`src/rtl/mem_pkg.sv`:
```
`default_nettype none
// +----------------------------------------------------------------------------+
// | mem_pkg                                                                    |
// | Shared funct3 encodings, owner and state types for the memory arbiter.     |
// | Revision: 1.0                                                              |
// +----------------------------------------------------------------------------+
package mem_pkg;

    localparam logic [2:0] LB  = 3'b000;
    localparam logic [2:0] LH  = 3'b001;
    localparam logic [2:0] LW  = 3'b010;
    localparam logic [2:0] LBU = 3'b100;
    localparam logic [2:0] LHU = 3'b101;
    localparam logic [2:0] SB  = 3'b000;
    localparam logic [2:0] SH  = 3'b001;
    localparam logic [2:0] SW  = 3'b010;

    localparam int CNT_W = 4;

    typedef enum logic {
        OWN_IF = 1'b0,
        OWN_D  = 1'b1
    } owner_t;

    typedef enum logic {
        IDLE = 1'b0,
        WAIT = 1'b1
    } state_t;

endpackage
`default_nettype wire

```
`src/rtl/mem_lane_align.sv`:
```
`default_nettype none
// +----------------------------------------------------------------------------+
// | mem_lane_align                                                             |
// | Byte-enable generation, store lane replication and load extraction.        |
// | Revision: 1.0                                                              |
// +----------------------------------------------------------------------------+
module mem_lane_align
    import mem_pkg::*;
(
    input  logic [2:0]  funct3,
    input  logic [1:0]  addr_lo,
    input  logic [31:0] wdata,
    input  logic [31:0] rdata,
    output logic [3:0]  be,
    output logic [31:0] wdata_rep,
    output logic [31:0] rdata_ext,
    output logic        misaligned
);

    logic [7:0]  w_byte;
    logic [15:0] w_half;

    always_comb begin
        be         = 4'b0000;
        wdata_rep  = '0;
        rdata_ext  = '0;
        misaligned = 1'b0;
        w_byte     = rdata[{addr_lo, 3'b000} +: 8];
        w_half     = addr_lo[1] ? rdata[31:16] : rdata[15:0];

        // funct3[2] distinguishes the zero-extending load variants
        case (funct3)
            LB, LBU: begin
                be        = 4'b0001 << addr_lo;
                wdata_rep = {4{wdata[7:0]}};
                rdata_ext = funct3[2] ? {24'b0, w_byte} : {{24{w_byte[7]}}, w_byte};
            end
            LH, LHU: begin
                misaligned = addr_lo[0];
                be         = 4'b0011 << {addr_lo[1], 1'b0};
                wdata_rep  = {2{wdata[15:0]}};
                rdata_ext  = funct3[2] ? {16'b0, w_half} : {{16{w_half[15]}}, w_half};
            end
            LW: begin
                misaligned = |addr_lo;
                be         = 4'b1111;
                wdata_rep  = wdata;
                rdata_ext  = rdata;
            end
            default: begin
                misaligned = 1'b1;
            end
        endcase
    end

endmodule
`default_nettype wire

```
`src/rtl/mem_arbiter.sv`:
```
`default_nettype none
// +----------------------------------------------------------------------------+
// | mem_arbiter                                                                |
// | Fetch/data arbiter for the unified single-ported memory with fixed latency.|
// | Revision: 1.0                                                              |
// +----------------------------------------------------------------------------+
module mem_arbiter
    import mem_pkg::*;
#(
    parameter int ADDR_WIDTH  = 32,
    parameter int MEM_LATENCY = 1
) (
    input  logic                  clk,
    input  logic                  rst,
    input  logic                  if_req,
    input  logic [ADDR_WIDTH-1:0] if_addr,
    output logic                  if_gnt,
    output logic                  if_rvalid,
    output logic [31:0]           if_rdata,
    input  logic                  d_req,
    input  logic                  d_we,
    input  logic [ADDR_WIDTH-1:0] d_addr,
    input  logic [31:0]           d_wdata,
    input  logic [2:0]            d_funct3,
    output logic                  d_gnt,
    output logic                  d_rvalid,
    output logic [31:0]           d_rdata,
    output logic                  d_err,
    output logic                  mem_en,
    output logic                  mem_we,
    output logic [ADDR_WIDTH-1:0] mem_addr,
    output logic [3:0]            mem_be,
    output logic [31:0]           mem_wdata,
    input  logic [31:0]           mem_rdata
);

    localparam logic [ADDR_WIDTH-1:0] c_word_mask = ~ADDR_WIDTH'(3);
    localparam logic [CNT_W-1:0]      c_latency   = CNT_W'(MEM_LATENCY);

    state_t           r_state,  w_state_nx;
    owner_t           r_owner,  w_owner_nx;
    logic [CNT_W-1:0] r_cnt,    w_cnt_nx;
    logic [2:0]       r_f3,     w_f3_nx;
    logic [1:0]       r_lo,     w_lo_nx;
    logic             r_we,     w_we_nx;
    logic             r_prio_d, w_prio_d_nx;

    logic [2:0]  w_lane_f3;
    logic [1:0]  w_lane_lo;
    logic [3:0]  w_be;
    logic [31:0] w_wdata_rep;
    logic [31:0] w_rdata_ext;
    logic        w_misaligned;
    logic        w_d_ok;

    // One aligner serves both phases: live request fields in IDLE, latched ones in WAIT
    assign w_lane_f3 = (r_state == WAIT) ? r_f3 : d_funct3;
    assign w_lane_lo = (r_state == WAIT) ? r_lo : d_addr[1:0];
    assign w_d_ok    = d_req && !w_misaligned;

    mem_lane_align u_lane_align (
        .funct3     (w_lane_f3),
        .addr_lo    (w_lane_lo),
        .wdata      (d_wdata),
        .rdata      (mem_rdata),
        .be         (w_be),
        .wdata_rep  (w_wdata_rep),
        .rdata_ext  (w_rdata_ext),
        .misaligned (w_misaligned)
    );

    always_ff @(posedge clk) begin
        if (rst) begin
            r_state  <= IDLE;
            r_owner  <= OWN_IF;
            r_cnt    <= '0;
            r_f3     <= '0;
            r_lo     <= '0;
            r_we     <= 1'b0;
            r_prio_d <= 1'b1;
        end else begin
            r_state  <= w_state_nx;
            r_owner  <= w_owner_nx;
            r_cnt    <= w_cnt_nx;
            r_f3     <= w_f3_nx;
            r_lo     <= w_lo_nx;
            r_we     <= w_we_nx;
            r_prio_d <= w_prio_d_nx;
        end
    end

    always_comb begin
        w_state_nx  = r_state;
        w_owner_nx  = r_owner;
        w_cnt_nx    = r_cnt;
        w_f3_nx     = r_f3;
        w_lo_nx     = r_lo;
        w_we_nx     = r_we;
        w_prio_d_nx = r_prio_d;
        if_gnt      = 1'b0;
        if_rvalid   = 1'b0;
        if_rdata    = '0;
        d_gnt       = 1'b0;
        d_rvalid    = 1'b0;
        d_rdata     = '0;
        d_err       = 1'b0;
        mem_en      = 1'b0;
        mem_we      = 1'b0;
        mem_addr    = '0;
        mem_be      = 4'b0000;
        mem_wdata   = '0;

        // Outputs are held quiet for the whole reset cycle, including an abandoned WAIT
        if (!rst) begin
            case (r_state)
                IDLE: begin
                    d_err = d_req && w_misaligned;
                    if (w_d_ok && (!if_req || r_prio_d)) begin
                        d_gnt       = 1'b1;
                        mem_en      = 1'b1;
                        mem_we      = d_we;
                        mem_addr    = d_addr & c_word_mask;
                        mem_be      = w_be;
                        mem_wdata   = d_we ? w_wdata_rep : '0;
                        w_owner_nx  = OWN_D;
                        w_we_nx     = d_we;
                        w_f3_nx     = d_funct3;
                        w_lo_nx     = d_addr[1:0];
                        w_prio_d_nx = 1'b0;
                        w_cnt_nx    = c_latency;
                        w_state_nx  = WAIT;
                    end else if (if_req) begin
                        if_gnt      = 1'b1;
                        mem_en      = 1'b1;
                        mem_addr    = if_addr & c_word_mask;
                        mem_be      = 4'b1111;
                        w_owner_nx  = OWN_IF;
                        w_we_nx     = 1'b0;
                        w_f3_nx     = LW;
                        w_lo_nx     = 2'b00;
                        w_prio_d_nx = 1'b1;
                        w_cnt_nx    = c_latency;
                        w_state_nx  = WAIT;
                    end
                end
                WAIT: begin
                    w_cnt_nx = r_cnt - 1'b1;
                    if (r_cnt <= CNT_W'(1)) begin
                        w_cnt_nx   = '0;
                        w_state_nx = IDLE;
                        if (r_owner == OWN_IF) begin
                            if_rvalid = 1'b1;
                            if_rdata  = mem_rdata;
                        end else begin
                            d_rvalid = 1'b1;
                            d_rdata  = r_we ? '0 : w_rdata_ext;
                        end
                    end
                end
            endcase
        end
    end

endmodule
`default_nettype wire

```
`config.mk`:
```
export PLATFORM = sky130hd
export DESIGN_NAME = mem_arbiter
export DESIGN_NICKNAME = d
export VERILOG_FILES = /design/src/rtl/mem_pkg.sv /design/src/rtl/mem_lane_align.sv /design/src/rtl/mem_arbiter.sv
export SDC_FILE = /design/constraint.sdc
export NUM_CORES = 1
export LEC_CHECK = 0
export CAP_MARGIN = 20
export CORE_MARGIN = 4
export CORE_UTILIZATION = 32
export DETAILED_ROUTE_END_ITERATION = 8
export PLACE_DENSITY = 0.82
export SETUP_SLACK_MARGIN = 0.15
export SYNTH_ARGS = -nofsm -noshare
export SYNTH_HDL_FRONTEND = slang
export SYNTH_SLANG_ARGS = --single-unit
```
`constraint.sdc`:
```
create_clock -name clk -period 3.35 [get_ports clk]
set_input_delay 0.8375 -clock clk [delete_from_list [all_inputs] [get_ports clk]]
set_output_delay 0.8375 -clock clk [all_outputs]
set_load 0.02 [all_outputs]
```
==> results.tsv <==
stage	metric	value	unit
placed_design	portBuffers	270	
power	switching_share	0.476	
floorplanning	die_h	106	um
power	peakVddDrop	181	uV
power	leakagePower	3.64	nW
synth	synth_area_leader_cell	a21oi_1	
clocking	cts_hold_buf	0	
synth	synth_top_area_frac	0.118	
synth	netlist_top_cells_area	a21oi_1 (12%), nand2_1 (11%), dfxtp_1 (8.4%), and2_1 (8.1%), nand3_1 (6.0%)	
drt	drc	0	
drt	dr.first_iter.drc_count	488	
timing	fin_ws	-0.0280	ns
synth	synth.avg_cell_area	6.20	um^2
synth	synth_common_cells	nand2_1 (90), a21oi_1 (73), and2_1 (40), nand3_1 (37), nor2_1 (33)	
cells_and_area	n_antenna_cell	0	
synth	ys_async_sr_fraction	0	
cells_and_area	nets	1005	
timing	hold_viol	0	
drt	antenna_left	0	
cells_and_area	design_area	7970	um^2
timing	finalCriticalPeriod	3.38	ns
global_route	grt_use_total	0.332	
clocking	clk_pin_slew	0.06	ns
timing	finalSetupTns	-0.208	ns
clocking	cts_buffers	3	
timing	fin_crit_sh	1.01	
critical_path	cp.required	2.51	ns
global_route	use_met2	0.613	
global_route	grt_util_met3	0.0759	
run_status	status	finished, violations left	
global_route	grt_pass1_vias	5746	
global_route	use_met1	0.334	
drt	vias	6020	
synth	syn_inst	498	
clocking	h-tree-depth	1	
clocking	clockBufferDepth	2	
synth	ys_ff_latch	13	
global_route	overflow	0	
clocking	cts.sinks	13	
run_status	violations	negative setup slack	
power	power_switching	0.877	mW
synth	synth.most_common_cell	nand2_1	
global_route	grt_start_max_net_pins	36	
clocking	cts_tree	built	
floorplanning	dieArea	11300	um^2
floorplanning	core-area	9330	um^2
clocking	cts_root_buf	clkbuf_8	
timing	slew_violations	0	
power	seq_power_share	0.104	
synth	ys_warn_count	0	
floorplanning	ios	275	
placed_design	dpl_cell_area	6600	um^2
floorplanning	start_util	0.331	
timing	finClkSkew	0.00384	ns
floorplanning	rows	35	
timing	setup_viol	18	
timing	holdWs	0.462	ns
synth	synthFlopType	dfxtp_1	
power	p_int	0.965	mW
timing	rsz0062_at_grt	yes	
drt	wire_per_inst	23.4	um
placed_design	hpwl	14000	um
synth	synth_edf_count	0	
critical_path	crit_type	input pin to output port	
floorplanning	die_w	106	um
synth	ys_seq_area_frac	0.0843	
power	power_density	231	nW/um^2
critical_path	arrival	2.54	ns
critical_path	crit_fanout	6	
cells_and_area	area_growth	158	%
global_route	antenna_found_initial	0	
synth	post_synth_num_cell_types	66	
power	pwr-share-comb	0.815	
min_path	hp-class	register to register	
drt	drt-total-wl	23300	um
clocking	clk_latency	0.25	ns
cells_and_area	drive_above_1_share	0.462	
critical_path	critPathCaptureType	output port	
job	max_cap_viol_count	0	
synth	synthesis.area	3090	um^2
timing	max_freq	296	MHz
drt	viasPerCell	6.05	
global_route	grt-busiest-layer	met2	
placed_design	gp_congestion	0.939	
drt	drt-pass1-iter-count	5	
cells_and_area	fin_util	0.854	
global_route	grt_pass1_wl	30400	um
critical_path	startpoint_type	input pin	
power	clockPowerShare	0.081	
cell families (layout without fill, tap and decap cells):
kind of cell,Yosys count,count (layout),synth area share
AND/OR/NAND/NOR,241,241,0.387
flip-flops,13,13,0.0843
multiplexers,12,12,0.0442
AO/OA/AOI/OAI,166,166,0.375
adder cells (fa/ha/maj),2,2,0.00811
buffers and inverters,63,430,0.0998
other,1,2,0.00122
power by group through the flow:
stage	Combinational [mW]	Sequential, mW	Clock [mW]
after global placement	1.10	0.188	0
after CTS	1.31	0.186	0.142
after detailed placement	1.12	0.189	0
after global routing	1.56	0.191	0.159
final	1.50	0.191	0.149
after floorplan	0.556	0.182	0
critical path: stages:
cell,delay (ns)
buf_8,0.10
nor2b_4,0.12
a32o_2,0.24
a311o_2,0.42
buf_12,0.17
buf_6,0.12
buf_12,0.13
a22oi_2,0.16
a21oi_2,0.08
buf_4,0.16
registers in the layout, summed over array words and instances (netlist names):
signal and flops:
r_cnt 4, r_f3 3, r_lo 2, r_owner 1, r_prio_d 1, r_state 1
r_we 1
placed cells by master, fill, tap and decap left out, drive strengths merged, types with 6 or more instances in the layout:
cell type and n:
a211oi 8, a21oi 88, a22oi 13, and2 41
buf 249, clkbuf 7, clkdlybuf4s50 121, dfxtp 13
dlygate4sd2 22, dlymetal6s2s 18, inv 12, mux2i 12
nand2 90, nand3 38, nor2 34, o21ai 8
or2 6
timing repair:
item                       in CTS  in global routing
gates resized for setup       700                127
setup endpoints to repair     136                118
gates cloned                    9                  3
setup buffers                  20                 13
pin swaps                      41                 28
per-stage QoR:
stage,cells,power (mW),worst slack [ns]
after global routing,995,1.91,-0.105
after global placement,946,1.29,-0.892
after detailed placement,946,1.31,-0.915
after CTS,979,1.64,-0.0123
after floorplan,499,0.738,0.188
final,995,1.84,-0.0280
layer usage:
layer,up-vias,share of wire
met5,-,0
met4,0,0.086
met3,158,0.092
met2,494,0.49
met1,2833,0.33
li1,2535,-
final cells by class:
class / count / area [um^2]
clock buffer: 4 / 45.0
fill: 477 / 1360
tap: 129 / 161
sequential: 13 / 262
timing repair inverter: 1 / 11.3
timing repair buffer: 413 / 4160
inverter: 12 / 57.6
multi-input combinational: 423 / 3270
worst paths after layout:
check / cells after the start / start / slack [ns] / end
worst max-delay path: 10 / d_funct3[1] / -0.03 / d_rdata[11]
worst min-delay path: 1 / r_we / 0.46 / r_we
worst max register to register: 8 / r_state / 1.07 / r_f3[0]
worst min register to register: 1 / r_we / 0.46 / r_we
Note: power is estimated with default switching activity, not from simulation.
==> variant 1, RTL diff (same settings) <==
Change the package constant `CNT_W` from 4 to 3.
--- a/src/rtl/mem_pkg.sv
+++ b/src/rtl/mem_pkg.sv
@@ -15,7 +15,7 @@
     localparam logic [2:0] SH  = 3'b001;
     localparam logic [2:0] SW  = 3'b010;
 
-    localparam int CNT_W = 4;
+    localparam int CNT_W = 3;
 
     typedef enum logic {
         OWN_IF = 1'b0,
Formal check against the unedited RTL: no difference found for any inputs over 4 cycles, from zero or initial values and one cycle with rst high; that may be too few to reach the edited logic, so the function may still have changed.
==> variant 1 against the unedited design <==
- wire length fell by 24%
- final area fell by 17%
- register-to-register slack improved by 0.07 ns
- fmax rose by 5.1%
- total power fell by 15%
- worst setup slack improved by 0.16 ns
- sequential power fell by 7%
- sequential cell count fell by 1
- synthesized area fell by 1.6%
- largest cell class unchanged
- largest power group unchanged
==> variant 1: results <==
[final_layout]
finalNonFillerCells = 945
fill_cells = 738
layout-drive-gt1-share_pct = 41.2

[grt]
grt_pass1_wl_um = 25800
globalRouteMet3Util_pct = 4.90
grtUsageTotal_pct = 27.8
antenna_found_initial = 1

[pwr]
powerComb_uw = 1220
ir_drop_v = 0.000163
p_leak_uw = 0.00296

[routing]
drt_iter0_drc = 382
met1Wirelength_um = 6630
wl_met2_um = 9400
avgRoutedWirePerCell_um = 18.7

[setup_path]
crit_fanout = 7
arrival_ns = 2.38

[place]
dpl_cell_area_mm2 = 0.00642
dp.cells = 925
dp_slack_ns = -0.764
gp_congestion = 0.929
dpl.hpwl_um = 12800

[sta]
holdWs_ns = 0.454
skew_ns = 0.00185

[status]
status = "complete, no violations"

[synthesis]
seq_area_frac_synth_pct = 7.91
avgSynthCellArea_um2 = 6.27
ys_types = 67
## variant 1: changes by cell type in the layout (fill, tap and decap cells not counted), moves of 16 or more
cell / unedited run / this run
buf_6: 82 / 22
buf_4: 136 / 120
buf_2: 7 / 50
clkbuf_2: 0 / 33
a21oi_4: 24 / 8
a21oi_1: 30 / 64
## variant 1: worst max-delay path, delay by kind of cell
kind | cells | cell delay [ns]
AOI/OAI and AO/OA | 3 | 0.64
buffers and inverters | 5 | 0.80
and+or+nand+nor | 1 | 0.10
## variant 1: timing repair
item                                    in CTS  in global routing
cloned                                       4                  4
endpoints found under the setup margin     137                127
gates resized for setup                    500                205
setup buffers                                6                  2
pin swaps                                   17                 18
## variant 1: cells by family after synthesis
family,count (synthesis),share of synthesized area [%]
and+or+nand+nor,233,38.5
AOI/OAI and AO/OA,163,36.8
buffers and inverters,58,10.1
muxes,15,5.81
DFF,12,7.91
adders and majority gates,2,0.824
other,1,0.124
## variant 1: layout make-up
class                           count  area, um^2  area share (%)
Multi-Input combinational cell    415        2840            42.7
Sequential cell                    12         241            3.63
Inverter                            9        41.3           0.621
Tap cell                          129         161            2.43
Timing Repair Buffer              376        3310            49.7
Clock buffer                        4        55.1           0.828
## variant 1: how the worst max path moves through the flow
stage | endpoint | depth (start not counted) | from | slack, ns
after floorplan | mem_wdata[10] | 7 | d_funct3[0] | 0.22
after global placement | d_rdata[0] | 9 | d_addr[0] | -0.72
after detailed placement | mem_addr[2] | 8 | d_addr[1] | -0.76
after CTS | d_rdata[25] | 8 | mem_rdata[15] | -0.04
after global routing | d_rdata[23] | 9 | r_state$_SDFF_PP0_ | 0.009
final | d_rdata[28] | 9 | d_addr[0] | 0.14
==> variant 2, RTL diff (same flow settings) <==
Made on the original files. Reset style: asynchronous (`rst`), changed in one clocked block.
--- a/src/rtl/mem_arbiter.sv
+++ b/src/rtl/mem_arbiter.sv
@@ -69,7 +69,7 @@
         .misaligned (w_misaligned)
     );
 
-    always_ff @(posedge clk) begin
+    always_ff @(posedge clk or posedge rst) begin
         if (rst) begin
             r_state  <= IDLE;
             r_owner  <= OWN_IF;
Behaviour: same outputs for any inputs over 4 cycles, from zero or initial values and one cycle with rst high; that may be too few to reach the edited logic, so the function may still have changed.
==> variant 2 against the unedited design <==
- the run still ends with setup timing left
- utilization grew 2.1 points
- count of clock-buffer cells in the layout down 1
- synthesized area rose by 0.28%
- final area grew 2.5%
- wire length up 2.0%
- worst setup slack worse by 0.14 ns
- clock skew up 0.0043 ns
- sequential cell count unchanged
Power is not compared: it rests on default switching activity, and its combinational part moved more than twofold at a synthesized area within 25%.
==> variant 2: results <==
[setup_path]
cp-endpoint = "d_rdata[23]"
crit_fanout = 8
crit_start = "d_addr[1]"
worstReg2RegEnd = "r_state$_DFFE_PP0N_"
r2r_start = "r_state$_DFFE_PP0N_"
r2r_slack_ns = 0.96
r2r_cells = 10
arrival_ns = 2.69

[sta]
worst_slack_ns = -0.173
finalSetupViolCount = 53
holdWs_ns = 0.508
slew-limit-headroom_pct = 51.0
skew_ns = 0.00814

[clocking]
cts_setup_buffers = 14
post_cts_resized = 706
htree_levels = 1

[final_layout]
clock_area_share_pct = 0.567
buffer_area_share_pct = 52.5
sh_seq_area_pct = 4.02
multi_input_cells = 356
num-clock-buffers = 3
nets = 949
fill_cells = 414
nNonClkInverters = 11
layout-drive-gt1-share_pct = 51.7
multi_input_area_mm2 = 0.00329

[worst_hold_path]
hold-path-cell-count = 2
holdPathEnd = "r_prio_d$_DFFE_PP1P_"

[place]
gp_congestion = 0.945
dp.cells = 879
dp_slack_ns = -0.836

[grt]
grt_pass1_wl_um = 29500
grtUsageTotal_pct = 32.4
grt_max_degree = 35
grt_pass1_vias = 5531

[synthesis]
muxShareOfSynthArea_pct = 10.1
synth_compound_area_share_pct = 38.7
ys_types = 64
seq_area_frac_synth_pct = 10.6
synth_fa_ha_area_share_pct = 1.13
synth_area_leaders = "a32o_1 (10%), dfrtp_1 (9.7%), and2_1 (8.5%)"
netlist_instances = 421
synthFlopType = "dfrtp_1"
synth_commonest_cells = "nand2_1 (68), a21oi_1 (44), and2_1 (42)"
async_flop_share_pct = 100

[status]
violations = "setup timing"
status = "finished, violations left"

[routing]
vias = 5745
drtPass1Iterations = 5
avgRoutedWirePerCell_um = 25.3
drt_iter0_drc = 423
variant 2: cell count changes after synthesis, sizes merged, moves of 13 or more:
cell   change
o21ai     +27
nand2     -21
a21oi     -44
a31oi     +16
a32o      +30
nor2      -19
dfxtp     -13
nand3     -35
variant 2: power breakdown:
part / switching, uW / total, uW / internal (uW)
Clock: 79.8 / 163 / 82.8
Sequential: 87.4 / 324 / 237
Combinational: 2570 / 4750 / 2180
variant 2: layer usage:
metal,track usage [%],part of all wire [%]
met4,15.7,8.4
met2,60.7,50
met1,34.5,31
met3,5.95,10
met5,0,0
variant 2: cell families after synthesis:
family          count (synthesis)
compound gates                161
fa+ha+maj                       3
buf+inv                        53
flops                          13
mux                            21
other cells                     1
simple gates                  169
variant 2: worst max-delay path, stage by stage:
cell and delay, ns:
buf_6 0.10, buf_6 0.12, mux2_4 0.29, o32a_1 0.43, a32oi_4 0.35, buf_6 0.17
buf_16 0.16, a21oi_4 0.07, buf_6 0.15
